File: src/rtl/lane_packer.sv
`default_nettype none
// ============================================================================
// Module      : lane_packer
// Description : Packs a stream of narrow lanes into one wide word of
//               PAR_LANES lanes. A word closes when its top lane is written
//               or when an incoming lane carries ib_last. The closed word is
//               registered one cycle later with a per-lane valid mask. Lanes
//               that were never written read as zero.
//
// Parameters  : PAR_DATA_BITS  width of one lane
//               PAR_LANES      lanes per packed word (legal range 2..16)
//
// Ports       : ib_clk       clock, all state on its rising edge
//               ib_rst       asynchronous reset, active low
//               ivG_data     incoming lane word
//               ib_valid     ivG_data / ib_last are valid
//               ib_last      this lane closes the current word early
//               ib_ready     a lane is accepted this cycle when ib_valid=1
//               ovG_data     packed output word (lane i at [i*W +: W])
//               ovG_lane_en  bit i set = lane i of ovG_data holds data
//               ob_last      word was closed by ib_last
//               ob_valid     output word is valid
//               ob_ready     downstream accepts the output word
//               ovG_words    count of drained words, wraps at 16 bits
//
// Revision    : 1.0  initial release
// ============================================================================
module lane_packer #(
    parameter int PAR_DATA_BITS = 16,
    parameter int PAR_LANES     = 4
) (
    input  logic                               ib_clk,
    input  logic                               ib_rst,
    input  logic [PAR_DATA_BITS-1:0]           ivG_data,
    input  logic                               ib_valid,
    input  logic                               ib_last,
    output logic                               ib_ready,
    output logic [PAR_DATA_BITS*PAR_LANES-1:0] ovG_data,
    output logic [PAR_LANES-1:0]               ovG_lane_en,
    output logic                               ob_last,
    output logic                               ob_valid,
    input  logic                               ob_ready,
    output logic [15:0]                        ovG_words
);

    localparam int                 IDX_W    = $clog2(PAR_LANES);
    localparam int                 WORD_W   = PAR_DATA_BITS * PAR_LANES;
    localparam logic [IDX_W-1:0]   LAST_IDX = IDX_W'(PAR_LANES - 1);

    // ------------------------------------------------------------------------
    // State
    // ------------------------------------------------------------------------
    logic [IDX_W-1:0]     idx_q,       idx_d;
    logic [WORD_W-1:0]    asm_data_q,  asm_data_d;
    logic [PAR_LANES-1:0] fill_q,      fill_d;
    logic [WORD_W-1:0]    out_data_q,  out_data_d;
    logic [PAR_LANES-1:0] lane_en_q,   lane_en_d;
    logic                 out_last_q,  out_last_d;
    logic                 out_valid_q, out_valid_d;
    logic [15:0]          words_q,     words_d;

    // ------------------------------------------------------------------------
    // Handshake decode
    // ------------------------------------------------------------------------
    logic w_accept;
    logic w_complete;
    logic w_drain;

    // The output register can take a new word whenever it is empty or is
    // being emptied in this very cycle, so streaming has no bubbles.
    assign ib_ready   = !out_valid_q || ob_ready;
    assign w_accept   = ib_valid && ib_ready;
    assign w_complete = w_accept && ((idx_q == LAST_IDX) || ib_last);
    assign w_drain    = out_valid_q && ob_ready;

    // ------------------------------------------------------------------------
    // Per-lane merge of the incoming beat into the assembly image.
    // w_asm_next / w_fill_next describe the assembly as it would look with
    // the current beat included; w_masked is that image with unfilled lanes
    // forced to zero, ready to be loaded into the output register.
    // ------------------------------------------------------------------------
    logic [WORD_W-1:0]    w_asm_next;
    logic [PAR_LANES-1:0] w_fill_next;
    logic [WORD_W-1:0]    w_masked;

    for (genvar gi = 0; gi < PAR_LANES; gi++) begin : g_lane
        logic w_sel;

        assign w_sel = w_accept && (idx_q == IDX_W'(gi));

        assign w_fill_next[gi] = fill_q[gi] || w_sel;

        assign w_asm_next[gi*PAR_DATA_BITS +: PAR_DATA_BITS] =
            w_sel ? ivG_data : asm_data_q[gi*PAR_DATA_BITS +: PAR_DATA_BITS];

        assign w_masked[gi*PAR_DATA_BITS +: PAR_DATA_BITS] =
            w_fill_next[gi] ? w_asm_next[gi*PAR_DATA_BITS +: PAR_DATA_BITS]
                            : {PAR_DATA_BITS{1'b0}};
    end

    // ------------------------------------------------------------------------
    // Assembly side next state
    // ------------------------------------------------------------------------
    always_comb begin
        idx_d      = idx_q;
        asm_data_d = asm_data_q;
        fill_d     = fill_q;

        if (w_complete) begin
            // Word handed to the output register; start a fresh one at lane 0.
            idx_d      = '0;
            asm_data_d = '0;
            fill_d     = '0;
        end else if (w_accept) begin
            idx_d      = idx_q + 1'b1;
            asm_data_d = w_asm_next;
            fill_d     = w_fill_next;
        end
    end

    // ------------------------------------------------------------------------
    // Output side next state
    // ------------------------------------------------------------------------
    always_comb begin
        out_data_d  = out_data_q;
        lane_en_d   = lane_en_q;
        out_last_d  = out_last_q;
        out_valid_d = out_valid_q;
        words_d     = words_q;

        if (w_drain) begin
            words_d     = words_q + 16'd1;
            out_valid_d = 1'b0;
        end

        // A completion can only happen when the register is empty or being
        // drained (ib_ready), so loading here never overwrites a held word.
        if (w_complete) begin
            out_data_d  = w_masked;
            lane_en_d   = w_fill_next;
            out_last_d  = ib_last;
            out_valid_d = 1'b1;
        end
    end

    // ------------------------------------------------------------------------
    // Registers
    // ------------------------------------------------------------------------
    always_ff @(posedge ib_clk or negedge ib_rst) begin
        if (!ib_rst) begin
            idx_q       <= '0;
            asm_data_q  <= '0;
            fill_q      <= '0;
            out_data_q  <= '0;
            lane_en_q   <= '0;
            out_last_q  <= 1'b0;
            out_valid_q <= 1'b0;
            words_q     <= '0;
        end else begin
            idx_q       <= idx_d;
            asm_data_q  <= asm_data_d;
            fill_q      <= fill_d;
            out_data_q  <= out_data_d;
            lane_en_q   <= lane_en_d;
            out_last_q  <= out_last_d;
            out_valid_q <= out_valid_d;
            words_q     <= words_d;
        end
    end

    assign ovG_data    = out_data_q;
    assign ovG_lane_en = lane_en_q;
    assign ob_last     = out_last_q;
    assign ob_valid    = out_valid_q;
    assign ovG_words   = words_q;

endmodule
`default_nettype wire
File: config.mk
export PLATFORM = sky130hd
export DESIGN_NAME = lane_packer
export DESIGN_NICKNAME = d
export VERILOG_FILES = /design/src/rtl/lane_packer.sv
export SDC_FILE = /design/constraint.sdc
export NUM_CORES = 1
export LEC_CHECK = 0
export ABC_CLOCK_PERIOD_IN_PS = 2000
export CORE_MARGIN = 10
export CORE_UTILIZATION = 30
export CTS_CLUSTER_SIZE = 10
export DETAILED_ROUTE_END_ITERATION = 12
export DONT_BUFFER_PORTS = 1
export PLACE_DENSITY = 0.43
export SLEW_MARGIN = 20
export SYNTH_ARGS = -nofsm -noshare
export SYNTH_HDL_FRONTEND = slang
export SYNTH_SLANG_ARGS = --single-unit
File: constraint.sdc
create_clock -name ib_clk -period 2 [get_ports ib_clk]
set_input_delay 0.4 -clock ib_clk [delete_from_list [all_inputs] [get_ports ib_clk]]
set_output_delay 0.4 -clock ib_clk [all_outputs]
set_load 0.05 [all_outputs]
==> results of run 1 <==
[area by class of cell]
| class | count | area [µm²] | area share |
|---|---|---|---|
| clock buffer | 20 | 447 | 0.0602 |
| clock inverter | 8 | 97.6 | 0.0132 |
| inverter | 6 | 26.3 | 0.00354 |
| multi-input combinational | 402 | 2320 | 0.313 |
| sequential | 156 | 3900 | 0.526 |
| tap | 275 | 344 | 0.0464 |
| timing repair buffer | 32 | 278 | 0.0374 |
[per-stage QoR]
stage / cells / power, mW / TNS, ns
floorplan: 610 / 6.28 / 0
global placement: 871 / 6.80 / -0.442
detailed placement: 871 / 6.85 / 0
CTS: 899 / 9.99 / 0
global route: 899 / 10.4 / 0
finish: 899 / 9.82 / 0
[worst reg2reg max path, delay by kind of cell (launching register included)]
kind | cells | cell delay [ns]
and+or+nand+nor | 2 | 0.76
DFF | 1 | 0.37
adders and majority gates | 1 | 0.22
AOI/OAI and AO/OA | 1 | 0.19
buffers and inverters | 1 | 0.09
[cells in the mapped netlist, drive strengths merged]
library cell / n
clkbuf: 21
nand3: 8
nor2b: 3
nor2: 105
dfrtp: 156
nand4: 4
o22a: 1
or2: 1
buf: 25
nor4: 2
a221oi: 32
xor2: 2
inv: 6
mux2: 1
a21oi: 36
nand2: 75
and2: 17
a22o: 49
nor3: 3
ha: 5
or4: 1
xnor2: 13
o21ai: 40
and3: 3
and2b: 1
[logic make-up (layout without fill, tap and decap cells)]
kind of cell,Yosys count,after routing
AO/OA/AOI/OAI,158,158
XOR/XNOR,15,15
adder cells (fa/ha/maj),5,5
buffers and inverters,52,66
flip-flops,156,156
multiplexers,1,1
AND/OR/NAND/NOR,223,223
[worst paths after layout]
path	start	endpoint	slack (ns)
worst max register to register	idx_q[0]$_DFFE_PN0P_	ovG_data[43]$_DFFE_PN0P_	0.29
min in group ib_clk	ivG_data[14]	asm_data_q[14]$_DFFE_PN0P_	0.12
max in group asynchronous	ib_rst	ovG_data[59]$_DFFE_PN0P_	2.07
worst min-delay path	ib_rst	ovG_words[6]$_DFFE_PN0P_	-0.33
worst max-delay path	ob_valid$_DFFE_PN0P_	ib_ready	0.12
worst min register to register	asm_data_q[48]$_DFFE_PN0P_	asm_data_q[48]$_DFFE_PN0P_	0.49
[state kept, by name, summed over array words and instances (netlist names)]
| register | cells |
|---|---|
| asm_data_q | 64 |
| ovG_data | 64 |
| ovG_words | 16 |
| fill_q | 4 |
| ovG_lane_en | 4 |
| idx_q | 2 |
| ob_last | 1 |
| ob_valid | 1 |
[power by group through the flow]
stage / logic [mW] / clock network [mW] / registers (mW)
2_1_floorplan: 0.980 / 0 / 5.30
3_3_place_gp: 1.49 / 0 / 5.31
3_5_place_dp: 1.53 / 0 / 5.32
4_1_cts: 1.54 / 3.19 / 5.27
5_1_grt: 1.67 / 3.35 / 5.33
6_report: 1.51 / 3.08 / 5.23
[what timing repair did]
item                                   CTS  global route
gates resized for setup                  0             0
endpoints found under the hold margin  156           156
setup endpoints to repair                0             0
[routing by layer]
metal	vias to the layer above	track usage
met5	-	0
met4	0	0.0393
met3	16	0.0612
met2	123	0.203
met1	2260	0.161
li1	2119	-
==> impl_metrics.py, run 1 <==
metrics = {
    "timing": {
        "worst_pin_slew_ns": 0.780,
        "period_share": 0.942,
        "fmax_ghz": 0.531,
        "hold_violations": 156,
        "setup_viol": 0,
        "rsz0062_at_grt": "no",
        "setup_ws_ns": 0.117,
        "fin_hold_ws_ns": -0.329,
        "slew_headroom": 0.478,
        "slew_violations": 0,
        "post-route-min-period_ns": 1.88,
        "skew_ns": 0.00710,
    },
    "worst_setup_path": {
        "cp.depth": 3,
        "crit_family": "buffers and inverters",
        "cp-start-kind": "flip-flop",
        "endpoint_kind": "output port",
        "critPathKind": "reg2out",
        "cp.required_ns": 1.60,
        "critPathBufInv": 2,
        "cpPeakStageDelay_ns": 0.34,
        "crit_path_cell_trace": "nor2b_4 > clkinvlp_4 > buf_4",
        "crit_slowest_cell": "dfrtp_1",
        "cp_max_fo": 4,
        "critPathArrivalTime_ns": 1.48,
        "reg2reg_depth": 5,
    },
    "placed_design": {
        "dp_slack_ns": 0.326,
        "port_buffers": 0,
        "dp_hpwl_um": 12000,
        "dpl-instance-area_mm2": 0.00688,
        "gp_congestion": 0.762,
    },
    "yosys": {
        "ys_types": 37,
        "synth-adder-area-share": 0.00967,
        "synth_top_area_share": 0.603,
        "syn_area_mm2": 0.00647,
        "synth_compound_area_frac": 0.173,
        "synth-seq-cells": 156,
        "synthMuxAreaShare": 0.00174,
        "synth_fp_nets": 636,
        "yosys.area_share.simple": 0.152,
        "yosys.area_share.xor_xnor": 0.0203,
        "yosys-top-cells-area": "dfrtp_1, a22o_1, nor2_1",
        "syn_inst": 610,
        "yosysSeqAreaShare": 0.603,
        "synth_warnings": 0,
        "synth_top_family_by_area": "compound AO/OA/AOI/OAI gates",
        "yosys.area.top_type": "dfrtp_1",
        "synth_area_per_cell_um2": 10.6,
    },
    "floorplan": {
        "fp.dieH_um": 167,
        "dieArea_mm2": 0.0278,
        "initial_core_util": 0.306,
        "die_width_um": 167,
        "ios": 108,
        "num_rows": 53,
        "core_mm2": 0.0212,
    },
    "detailed_routing": {
        "wl_per_cell_um": 20.4,
        "drt-vias-per-instance": 5.03,
        "totalWireLength_um": 18400,
        "wl_met1_um": 7810,
        "met2_length_um": 8610,
        "wl_met3_um": 1690,
        "num_vias": 4518,
        "drt_first_pass_iters": 4,
        "drtIter0Drc": 305,
        "route.detailed.drc": 0,
        "highest_layer": "met4",
        "ant_nets": 0,
    },
    "finish": {
        "final_cell_mix": "dfrtp_1, nor2_1, nand2_1",
        "nets": 641,
        "final_common_cell": "dfrtp_1",
        "stdcell_area_mm2": 0.00742,
        "postLayoutCoreUtil": 0.351,
        "n_fill_cell": 2120,
        "drive_gt1_frac": 0.115,
        "num_antenna_cells": 0,
        "area_delta_synth_final_pct": 14.7,
    },
    "pwr": {
        "p_sw_frac": 0.381,
        "p_seq_frac": 0.533,
        "p_int_mw": 6.08,
        "leakagePower_nw": 3.35,
        "power.net_switching_mw": 3.74,
        "max-vdd-ir-drop_uv": 567,
        "powerDensity_mw_per_mm2": 1320,
        "pwr-share-clk": 0.314,
        "power_frac_comb": 0.153,
    },
    "grt": {
        "grt_pass1_vias": 4473,
        "grt_start_max_net_pins": 157,
        "grt_overflow": 0,
        "grt_first_pass_wirelength_um": 28600,
        "grt_util_all_layers": 0.132,
        "antenna_found_initial": 0,
    },
    "clocking": {
        "cts_root_buf": "clkbuf_16",
        "cts_max_level": 4,
        "cts.reportedPaths.clkPinSlew_ns": 0.06,
        "cts.sinks": 156,
        "postCtsSetupRepairBufs": 0,
        "cts_tree": "built",
        "clockBufferDepth": 2,
        "insertion_delay_ns": 0.42,
        "cts_buffers": 17,
    },
    "worst_hold_path": {
        "hold_class": "in2async",
    },
    "flow_run": {
        "maxCapViolCount": 0,
    },
    "status": {
        "failed_checks": "negative hold slack",
        "status": "complete, but fails checks",
    },
}
Note: power is estimated with default switching activity, not from simulation.
==> inputs of run 2 (changes only) <==
--- a/config.mk
+++ b/config.mk
@@ -6,6 +6,7 @@
 export NUM_CORES = 1
 export LEC_CHECK = 0
 export ABC_CLOCK_PERIOD_IN_PS = 2000
+export CAP_MARGIN = 20
 export CORE_MARGIN = 10
 export CORE_UTILIZATION = 30
 export CTS_CLUSTER_SIZE = 10
==> results of run 2 <==
No change in the layout: final DEF, timing and power equal those of run 1.
